<file path="config.mk">
export PLATFORM = sky130hd
export DESIGN_NAME = pet2001ps2_kbd
export DESIGN_NICKNAME = d
export VERILOG_FILES = /design/src/rtl/pet2001kbd_pkg.sv /design/src/rtl/pet2001ps2_keymap.sv /design/src/rtl/pet2001ps2_kbd.sv
export SDC_FILE = /design/constraint.sdc
export NUM_CORES = 1
export LEC_CHECK = 0
export ABC_CLOCK_PERIOD_IN_PS = 6800
export CORE_ASPECT_RATIO = 0.75
export CORE_UTILIZATION = 66
export DETAILED_ROUTE_END_ITERATION = 8
export HOLD_SLACK_MARGIN = 0.05
export PLACE_DENSITY = 0.91
export SLEW_MARGIN = 20
export SYNTH_ARGS = -nofsm -noshare
export SYNTH_HDL_FRONTEND = slang
export SYNTH_SLANG_ARGS = --single-unit
</file>
<file path="constraint.sdc">
create_clock -name clk -period 6.8 [get_ports clk]
set_clock_uncertainty 0.1 [all_clocks]
set_input_delay 1.36 -clock clk [delete_from_list [all_inputs] [get_ports clk]]
set_output_delay 1.36 -clock clk [all_outputs]
set_load 0.02 [all_outputs]
</file>
<file path="src/rtl/pet2001kbd_pkg.sv">
// Shared constants and types for the PS/2 to PET 2001 keyboard matrix bridge:
// special scancode bytes, deframer state encoding, keymap entry layout and
// the named keymap entries used by the test keys.
package pet2001kbd_pkg;

    // Set-2 special bytes
    localparam logic [7:0] PS2_E0 = 8'hE0;  // extended prefix
    localparam logic [7:0] PS2_F0 = 8'hF0;  // break prefix
    localparam logic [7:0] PS2_E1 = 8'hE1;  // pause prefix, ignored
    localparam logic [7:0] PS2_AA = 8'hAA;  // self-test passed, ignored
    localparam logic [7:0] PS2_FA = 8'hFA;  // ack, ignored
    localparam logic [7:0] PS2_FE = 8'hFE;  // resend request, ignored
    localparam logic [7:0] PS2_00 = 8'h00;  // overrun
    localparam logic [7:0] PS2_FF = 8'hFF;  // overrun

    // Deframer states
    typedef enum logic [1:0] {
        ST_IDLE   = 2'd0,
        ST_SHIFT  = 2'd1,
        ST_PARITY = 2'd2,
        ST_STOP   = 2'd3
    } defr_state_t;

    // Keymap entry: {valid, row[3:0], col[2:0]}
    typedef struct packed {
        logic       valid;
        logic [3:0] row;
        logic [2:0] col;
    } kmap_entry_t;

    localparam kmap_entry_t KM_NONE = '{valid: 1'b0, row: 4'd0, col: 3'd0};

    // Keymap addresses {ext, code} for the named keys
    localparam logic [8:0] KEY_A       = 9'h01C;
    localparam logic [8:0] KEY_LSHIFT  = 9'h012;
    localparam logic [8:0] KEY_RETURN  = 9'h05A;
    localparam logic [8:0] KEY_CRSR_DN = 9'h172;

    localparam kmap_entry_t ENT_A       = '{valid: 1'b1, row: 4'd4, col: 3'd0};
    localparam kmap_entry_t ENT_LSHIFT  = '{valid: 1'b1, row: 4'd8, col: 3'd0};
    localparam kmap_entry_t ENT_RETURN  = '{valid: 1'b1, row: 4'd6, col: 3'd5};
    localparam kmap_entry_t ENT_CRSR_DN = '{valid: 1'b1, row: 4'd1, col: 3'd7};

    // Build a valid keymap entry from a row/column pair
    function automatic kmap_entry_t km_entry(input logic [3:0] row, input logic [2:0] col);
        km_entry = '{valid: 1'b1, row: row, col: col};
    endfunction

    // PS/2 uses odd parity over the eight data bits plus the parity bit
    function automatic logic odd_parity_ok(input logic [7:0] data, input logic par);
        odd_parity_ok = ^{data, par};
    endfunction

endpackage

</file>
<file path="src/rtl/pet2001ps2_keymap.sv">
// Combinational scancode ROM: {ext, set-2 code} -> PET matrix position.
// Codes without a PET equivalent return an entry with valid cleared.
module pet2001ps2_keymap
    import pet2001kbd_pkg::*;
(
    input  logic [8:0] i_addr,
    output logic [7:0] o_entry
);

    kmap_entry_t w_entry;

    // Scancode lookup
    always_comb begin
        w_entry = KM_NONE;
        case (i_addr)
            KEY_A:       w_entry = ENT_A;
            KEY_LSHIFT:  w_entry = ENT_LSHIFT;
            KEY_RETURN:  w_entry = ENT_RETURN;
            KEY_CRSR_DN: w_entry = ENT_CRSR_DN;
            9'h174:      w_entry = km_entry(4'd0, 3'd7);  // cursor right
            9'h16C:      w_entry = km_entry(4'd0, 3'd6);  // home
            9'h066:      w_entry = km_entry(4'd1, 3'd6);  // backspace -> DEL
            9'h015:      w_entry = km_entry(4'd2, 3'd0);  // Q
            9'h01D:      w_entry = km_entry(4'd2, 3'd1);  // W
            9'h024:      w_entry = km_entry(4'd2, 3'd2);  // E
            9'h02D:      w_entry = km_entry(4'd2, 3'd3);  // R
            9'h02C:      w_entry = km_entry(4'd2, 3'd4);  // T
            9'h035:      w_entry = km_entry(4'd2, 3'd5);  // Y
            9'h03C:      w_entry = km_entry(4'd2, 3'd6);  // U
            9'h043:      w_entry = km_entry(4'd2, 3'd7);  // I
            9'h01B:      w_entry = km_entry(4'd4, 3'd1);  // S
            9'h023:      w_entry = km_entry(4'd4, 3'd2);  // D
            9'h02B:      w_entry = km_entry(4'd4, 3'd3);  // F
            9'h034:      w_entry = km_entry(4'd4, 3'd4);  // G
            9'h033:      w_entry = km_entry(4'd4, 3'd5);  // H
            9'h03B:      w_entry = km_entry(4'd4, 3'd6);  // J
            9'h042:      w_entry = km_entry(4'd4, 3'd7);  // K
            9'h01A:      w_entry = km_entry(4'd6, 3'd0);  // Z
            9'h022:      w_entry = km_entry(4'd6, 3'd1);  // X
            9'h021:      w_entry = km_entry(4'd6, 3'd2);  // C
            9'h02A:      w_entry = km_entry(4'd6, 3'd3);  // V
            9'h032:      w_entry = km_entry(4'd6, 3'd4);  // B
            9'h059:      w_entry = km_entry(4'd8, 3'd5);  // right shift
            9'h031:      w_entry = km_entry(4'd8, 3'd2);  // N
            9'h03A:      w_entry = km_entry(4'd8, 3'd3);  // M
            9'h029:      w_entry = km_entry(4'd9, 3'd2);  // space
            default:     w_entry = KM_NONE;
        endcase
    end

    assign o_entry = w_entry;

endmodule

</file>
<file path="src/rtl/pet2001ps2_kbd.sv">
// PS/2 keyboard to PET 2001 key matrix. Deframes the serial PS/2 stream,
// decodes set-2 make/break/extended prefixes into an 80-bit pressed-key
// bitmap and returns the active-low column bits of the row the PIA selects.
module pet2001ps2_kbd
    import pet2001kbd_pkg::*;
#(
    parameter int CLK_HZ     = 32000000,
    parameter int TIMEOUT_US = 200
) (
    input  logic       clk,
    input  logic       reset,
    input  logic       ps2_clk,
    input  logic       ps2_data,
    input  logic [3:0] keyrow,
    output logic [7:0] keyin,
    output logic       frame_err,
    output logic       key_valid
);

    localparam int unsigned TIMEOUT_CYC = (CLK_HZ / 1000000) * TIMEOUT_US;

    logic [1:0]        r_clk_sync;
    logic [1:0]        r_data_sync;
    logic              r_clk_prev;
    logic              w_fall;
    logic              w_data;

    defr_state_t       r_state;
    logic [2:0]        r_bitcnt;
    logic [7:0]        r_shift;
    logic              r_par_ok;
    logic [31:0]       r_to_cnt;
    logic [7:0]        r_byte;
    logic              r_byte_vld;
    logic              r_frame_err;

    logic              r_ext;
    logic              r_brk;
    logic              r_key_valid;
    logic [9:0][7:0]   r_bitmap;

    logic [7:0]        w_km_entry;
    kmap_entry_t       w_entry;

    assign w_fall    = r_clk_prev & ~r_clk_sync[1];
    assign w_data    = r_data_sync[1];
    assign frame_err = r_frame_err;
    assign key_valid = r_key_valid;
    assign w_entry   = w_km_entry;

    pet2001ps2_keymap u_keymap (
        .i_addr  ({r_ext, r_byte}),
        .o_entry (w_km_entry)
    );

    // Synchronize the asynchronous PS/2 lines and keep the previous clock level
    always_ff @(posedge clk) begin
        if (reset) begin
            r_clk_sync  <= 2'b11;
            r_data_sync <= 2'b11;
            r_clk_prev  <= 1'b1;
        end else begin
            r_clk_sync  <= {r_clk_sync[0], ps2_clk};
            r_data_sync <= {r_data_sync[0], ps2_data};
            r_clk_prev  <= r_clk_sync[1];
        end
    end

    // Frame deframer: start, 8 data bits LSB first, odd parity, stop, with idle timeout
    always_ff @(posedge clk) begin
        if (reset) begin
            r_state     <= ST_IDLE;
            r_bitcnt    <= 3'd0;
            r_shift     <= 8'd0;
            r_par_ok    <= 1'b0;
            r_to_cnt    <= 32'd0;
            r_byte      <= 8'd0;
            r_byte_vld  <= 1'b0;
            r_frame_err <= 1'b0;
        end else begin
            r_byte_vld  <= 1'b0;
            r_frame_err <= 1'b0;

            if (w_fall || (r_state == ST_IDLE)) begin
                r_to_cnt <= 32'd0;
            end else if (r_to_cnt < TIMEOUT_CYC) begin
                r_to_cnt <= r_to_cnt + 32'd1;
            end

            if (w_fall) begin
                case (r_state)
                    ST_IDLE: begin
                        if (!w_data) begin
                            r_state  <= ST_SHIFT;
                            r_bitcnt <= 3'd0;
                        end else begin
                            r_frame_err <= 1'b1;
                        end
                    end
                    ST_SHIFT: begin
                        r_shift  <= {w_data, r_shift[7:1]};
                        r_bitcnt <= r_bitcnt + 3'd1;
                        if (r_bitcnt == 3'd7) begin
                            r_state <= ST_PARITY;
                        end
                    end
                    ST_PARITY: begin
                        r_par_ok <= odd_parity_ok(r_shift, w_data);
                        r_state  <= ST_STOP;
                    end
                    ST_STOP: begin
                        if (w_data && r_par_ok) begin
                            r_byte     <= r_shift;
                            r_byte_vld <= 1'b1;
                        end else begin
                            r_frame_err <= 1'b1;
                        end
                        r_state <= ST_IDLE;
                    end
                    default: r_state <= ST_IDLE;
                endcase
            end else if ((r_state != ST_IDLE) && (r_to_cnt >= TIMEOUT_CYC)) begin
                // Keyboard stalled mid-frame: drop the partial byte without an error
                r_state <= ST_IDLE;
            end
        end
    end

    // Prefix decoder and pressed-key bitmap
    always_ff @(posedge clk) begin
        if (reset) begin
            r_ext       <= 1'b0;
            r_brk       <= 1'b0;
            r_key_valid <= 1'b0;
            r_bitmap    <= '0;
        end else begin
            r_key_valid <= 1'b0;
            if (r_byte_vld) begin
                case (r_byte)
                    PS2_E0: r_ext <= 1'b1;
                    PS2_F0: r_brk <= 1'b1;
                    PS2_E1, PS2_AA, PS2_FA, PS2_FE: begin
                        // Protocol chatter with no key meaning; flags are kept
                        r_ext <= r_ext;
                    end
                    PS2_00, PS2_FF: begin
                        r_ext    <= 1'b0;
                        r_brk    <= 1'b0;
                        r_bitmap <= '0;
                    end
                    default: begin
                        r_ext       <= 1'b0;
                        r_brk       <= 1'b0;
                        r_key_valid <= 1'b1;
                        if (w_entry.valid && (w_entry.row <= 4'd9)) begin
                            r_bitmap[w_entry.row][w_entry.col] <= ~r_brk;
                        end
                    end
                endcase
            end
        end
    end

    // Row readout is combinational because the PIA samples it in the same cycle
    always_comb begin
        keyin = 8'hFF;
        if (reset) begin
            keyin = 8'hFF;
        end else if (keyrow <= 4'd9) begin
            keyin = ~r_bitmap[keyrow];
        end else begin
            keyin = 8'hFF;
        end
    end

endmodule

</file>
# Word-level counts from Yosys, hierarchy flattened
# Cells that the tools add are included.
[totals] ff_bits=144 inputBits=8 output_inout_bits=10 elab_cells=146
[classes] n_addsub=2 order_cmp=9 eq_ne=45 mux=26 bitwise=10 n_reduce_logical=30
[ops] operator="$pmux W8 S31" count=1
[ops] operator="$pmux W80 S2" count=1
[ops] operator="$eq A9 B6 Y1 const B" count=17
[ops] operator="$bwmux W80" count=1
[ops] operator="$mux W80" count=1
[ops] operator="$eq A8 B8 Y1 const B" count=7
[ops] operator="$eq A9 B5 Y1 const B" count=6
[ops] operator="$eq A9 B7 Y1 const B" count=5
[ops] operator="$add A32 B1 Y32 const B" count=1
[ops] operator="$bmux W8 S4" count=1
[ops] operator="$demux W8 S4" count=1
[ops] operator="$ge A32 B13 Y1 const B" count=1
[ops] operator="$lt A32 B13 Y1 const B" count=1
[ops] operator="$mux W8" count=4
[ops] operator="$eq A9 B9 Y1 const B" count=3
[ops] operator="$reduce_and A3 Y1" count=4
[ops] operator="$lt A4 B5 Y1 const B" count=2
[ops] operator="$reduce_or A5 Y1" count=2
[ops] operator="$reduce_xor A9 Y1" count=1
[ops] operator="$le A4 B4 Y1 const B" count=2
[ops] operator="$logic_not A8 Y1" count=1
[ops] operator="$mux W2" count=4
[ops] operator="$not A1 Y1" count=8
[ops] operator="$not A8 Y8" count=1
[ops] operator="other kinds (25)" count=46

# Logic depth before layout (Yosys ltp)
[logic_depth] ltp_word=11 depth_mapped=11 depth_no_buf=8

# By module
# From an unflattened synthesis, not the netlist that was laid out.
[unflattened] cells_unflattened=846 hier_area_um2=7791.2
[by_module_without_submodules] module="pet2001ps2_kbd" n_inst=1 cells_per_inst=748 area_each_um2=7156.9 seq_area_each_um2=2882.8
[by_module_without_submodules] module="pet2001ps2_keymap" n_inst=1 cells_per_inst=98 area_each_um2=634.4 seq_area_each_um2=0.0

# Worst setup path after synthesis
# Ideal clock, no wire load.
[synth_path] kind="input -> output" startpoint="input keyrow[0]" endpoint="output keyin[5]" arrival_ns=3.077 required_ns=5.340 setup_slack_ns=2.263 stages=6 n_path_buf=2 cell_sequence="clkbuf_1 clkbuf_1 mux4_2 mux2i_1 o22ai_1 nand2_1"
[synth_between] elab_chain_cells=5 elab_cells_between_ends=6 classes_between="order compare (1); mux (4); bitwise (1)"
[synth_rtl] element="start: declaration" line="pet2001ps2_kbd.sv:14" source="input logic [3:0] keyrow,"
[synth_rtl] element="$bmux W8 S4" line="pet2001ps2_kbd.sv:170" source="keyin = ~r_bitmap[keyrow];"
[synth_rtl] element="$mux W8 (implied by the code)" line="pet2001ps2_kbd.sv:170"
[synth_rtl] element="$not A8 Y8" line="pet2001ps2_kbd.sv:170"
[synth_rtl] element="$mux W8 (*)" line="pet2001ps2_kbd.sv:169" source="end else if (keyrow <= 4'd9) begin"
[synth_rtl] element="$mux W8 (*)" line="pet2001ps2_kbd.sv:167" source="if (reset) begin"
[synth_rtl] element="end: declaration" line="pet2001ps2_kbd.sv:15" source="output logic [7:0] keyin,"
# Every way passes the cells marked *; elsewhere a longest branch is shown, timed or not. The select of a mux whose other input is x is not followed.

# Worst setup path in the final report
[layout_path] startpoint="input keyrow[1]" endpoint="output keyin[0]"
# The elaborated chain is that of the path after synthesis.

==> metrics.yaml <==
die_w_um: 118
pwr-share-seq_pct: 47.2
fin_setup_tns_ns: 0
synth-edff-count: 0
ys_seq_elements: 144
synth.area.top_cells: "dfxtp_1, and2_1, mux4_2, a21oi_1, mux2i_1"
cts_sinks: 144
worstSetupStartpointType: "input port"
cts_hold_buf: 0
grt_pass1_wl_um: 27700
critPathArrivalTime_ns: 3.85
reg2reg_from: "r_byte[2]"
area.growth.synth_to_final_pct: 11.4
ys_async_sr_fraction_pct: 0
r2r-end: "r_bitmap[37]"
synth_area_um2: 6650
multi_input_area_um2: 3520
cts_tree: "done"
timing.final.max_slew_violations: 0
hp-class: "register to register"
clk_pin_slew_worst_paths_ns: 0.06
switching_power_w: 0.000420
postRouteAntennaNets: 0
syn-mean-instance-area_um2: 9.15
rsz0062_at_grt: "false"
fmax_mhz: 188
cts_inserted_buffers: 17
whs_ns: 0.308
hp-start: "r_clk_sync[0]"
gr-total-overflow: 0
crit_required_ns: 5.34
netlist_instances: 727
nets: 740
p_per_area_nw_per_um2: 242
setup_viol: 0
antenna_cells: 0
synth_seq_area_share_pct: 43.3
drt-initial-drc-count: 837
grt_start_max_net_pins: 55
min_to: "r_clk_sync[1]"
root_buffer: "clkbuf_16"
cp-end-kind: "primary output"
worstSetupPathType: "input port to primary output"
track_usage_pct: 34.7
critical_path.max_fanout: 17
outcome: "complete, no violations"
fill_cells: 607
grt_pass1_vias: 5268
p_leak_nw: 2.71
initial_utilization_pct: 68.3
yosys.area.top_type: "dfxtp_1"
avgViaCountPerCell: 6.58
vias: 5721
power_frac_comb_pct: 2.1
die_h_um: 88.9
rrSetupSlack_ns: 2.88
drc_errors: 0
yosysUniqueCellTypes: 70
antenna_found_initial: 0
fin_crit_ns: 5.31
fin_crit_sh_pct: 78.1
fp.coreArea_um2: 9740
seq_area_um2: 2880
drt-total-wl_um: 17600
drive_above_1_share_pct: 11.0
ys.flop_type: "dfxtp_1"
htreeDepth: 4
clk_latency_ns: 0.42
r2r_cells: 9
place_congestion: 0.982
ioPinCount: 18
drv_cap: 0
yosys_warnings: 0
synth_nets: 743
rows: 31
power.internal_w: 0.00137
irDropWorstVdd_mv: 0.182
sw_frac_of_total_pct: 23.4
synth_top_area_share_pct: 43.3
hold_viol: 0
post_cts_resized: 0
first_pass_iters: 5
holdPathStages: 1
clock_path_buffers: 2
max_slew_margin_pct: 32.4
die_area_um2: 10500
tightest_slew_ns: 1.01
wl_per_cell_um: 20.2
dp_hpwl_um: 11300
portBuffers: 17
cts_setup_buffers: 0
clkPwrFrac_pct: 50.7
-- cells in the mapped netlist, types with 10 or more instances --
| master | n |
|---|---|
| a21oi_1 | 54 |
| and2_1 | 72 |
| buf_2 | 13 |
| clkbuf_1 | 25 |
| dfxtp_1 | 144 |
| inv_1 | 13 |
| mux2i_1 | 25 |
| mux4_2 | 16 |
| nand2_1 | 57 |
| nand3_1 | 28 |
| nand4_1 | 10 |
| nor2_1 | 59 |
| nor2b_1 | 11 |
| nor3_1 | 16 |
| o211ai_1 | 12 |
| o21ai_0 | 28 |
| o22ai_1 | 10 |
| xnor2_1 | 12 |
| xor2_1 | 10 |
-- cells in the final DEF (no fill, tap or decap), types with 12 or more instances in the layout --
cell type        netlist  layout
clkdlybuf4s50_1        0      16
and2_1                72      72
xnor2_1               12      12
inv_1                 13      13
mux2i_1               25      25
mux4_2                16      16
clkbuf_16              0      17
a21oi_1               54      53
nand2_1               57      57
dfxtp_1              144     144
nor3_1                16      15
nor2_1                59      59
nand3_1               28      28
o21ai_0               28      28
o211ai_1              12      12
-- sequential cells by signal (all words and copies together) (netlist names), 2 cells and up --
name / flops
r_data_sync: 2
r_to_cnt: 32
r_clk_sync: 2
r_bitmap: 80
r_bitcnt: 3
r_state: 2
r_byte: 8
r_shift: 8
-- cell type report --
class                           instances  area share [%]
Sequential cell                       144            38.9
Clock inverter                         15            2.03
Timing Repair Buffer                   24            2.94
Multi-Input combinational cell        524            47.5
Clock buffer                           17            5.74
Inverter                               13           0.659
Tap cell                              132            2.23
-- power groups by stage --
stage	logic, W	clock network [W]	registers [W]
2_1_floorplan	0.0000275	0	0.000865
3_3_place_gp	0.0000350	0	0.000865
3_5_place_dp	0.0000368	0	0.000865
4_1_cts	0.0000375	0.000909	0.000846
5_1_grt	0.0000407	0.000950	0.000846
6_report	0.0000383	0.000908	0.000846
-- logic make-up after synthesis --
| kind of cell | Yosys count | share of synthesized area (%) |
|---|---|---|
| adder cells (fa/ha/maj) | 8 | 1.50 |
| AND/OR/NAND/NOR | 309 | 24.9 |
| AO/OA/AOI/OAI | 144 | 14.3 |
| XOR/XNOR | 22 | 2.90 |
| flip-flops | 144 | 43.3 |
| buffers and inverters | 59 | 3.89 |
| multiplexers | 41 | 9.18 |
-- critical path, stage by stage --
cell             delay, ns
clkdlybuf4s50_1       1.04
mux4_2                0.41
mux2i_1               0.18
o22ai_1               0.13
nand2_1               0.13
clkdlybuf4s50_1       0.61
-- per-stage QoR --
stage                     total power [W]  cells  cell area [um2]  utilization [%]  setup slack, ns
after global routing              0.00184    869             7410             76.1             1.41
final                             0.00179    869             7410             76.1             1.49
after CTS                         0.00179    869             7400             76.1             1.52
after detailed placement         0.000902    837             6830             70.1             1.58
after global placement           0.000900    837             6830             70.1             1.64
after floorplan                  0.000892    727             6650                -             2.26
-- how the worst max path moves through the flow --
stage,startpoint,to,slack [ns]
after floorplan,keyrow[0],keyin[5],2.26
after global placement,keyrow[0],keyin[7],1.64
after detailed placement,keyrow[0],keyin[6],1.58
after CTS,keyrow[0],keyin[0],1.52
after global routing,keyrow[0],keyin[1],1.41
final,keyrow[1],keyin[0],1.49
-- per-layer routing --
layer  GRT usage (%)  vias to the layer above  share of wire (%)
li1                -                     2583                  -
met1            44.3                     2681                 41
met2            55.4                      388                 45
met3            11.6                       69                 12
met4            13.3                        0                2.9
met5               0                        -                  0
Note: power is estimated with default switching activity, not from simulation.
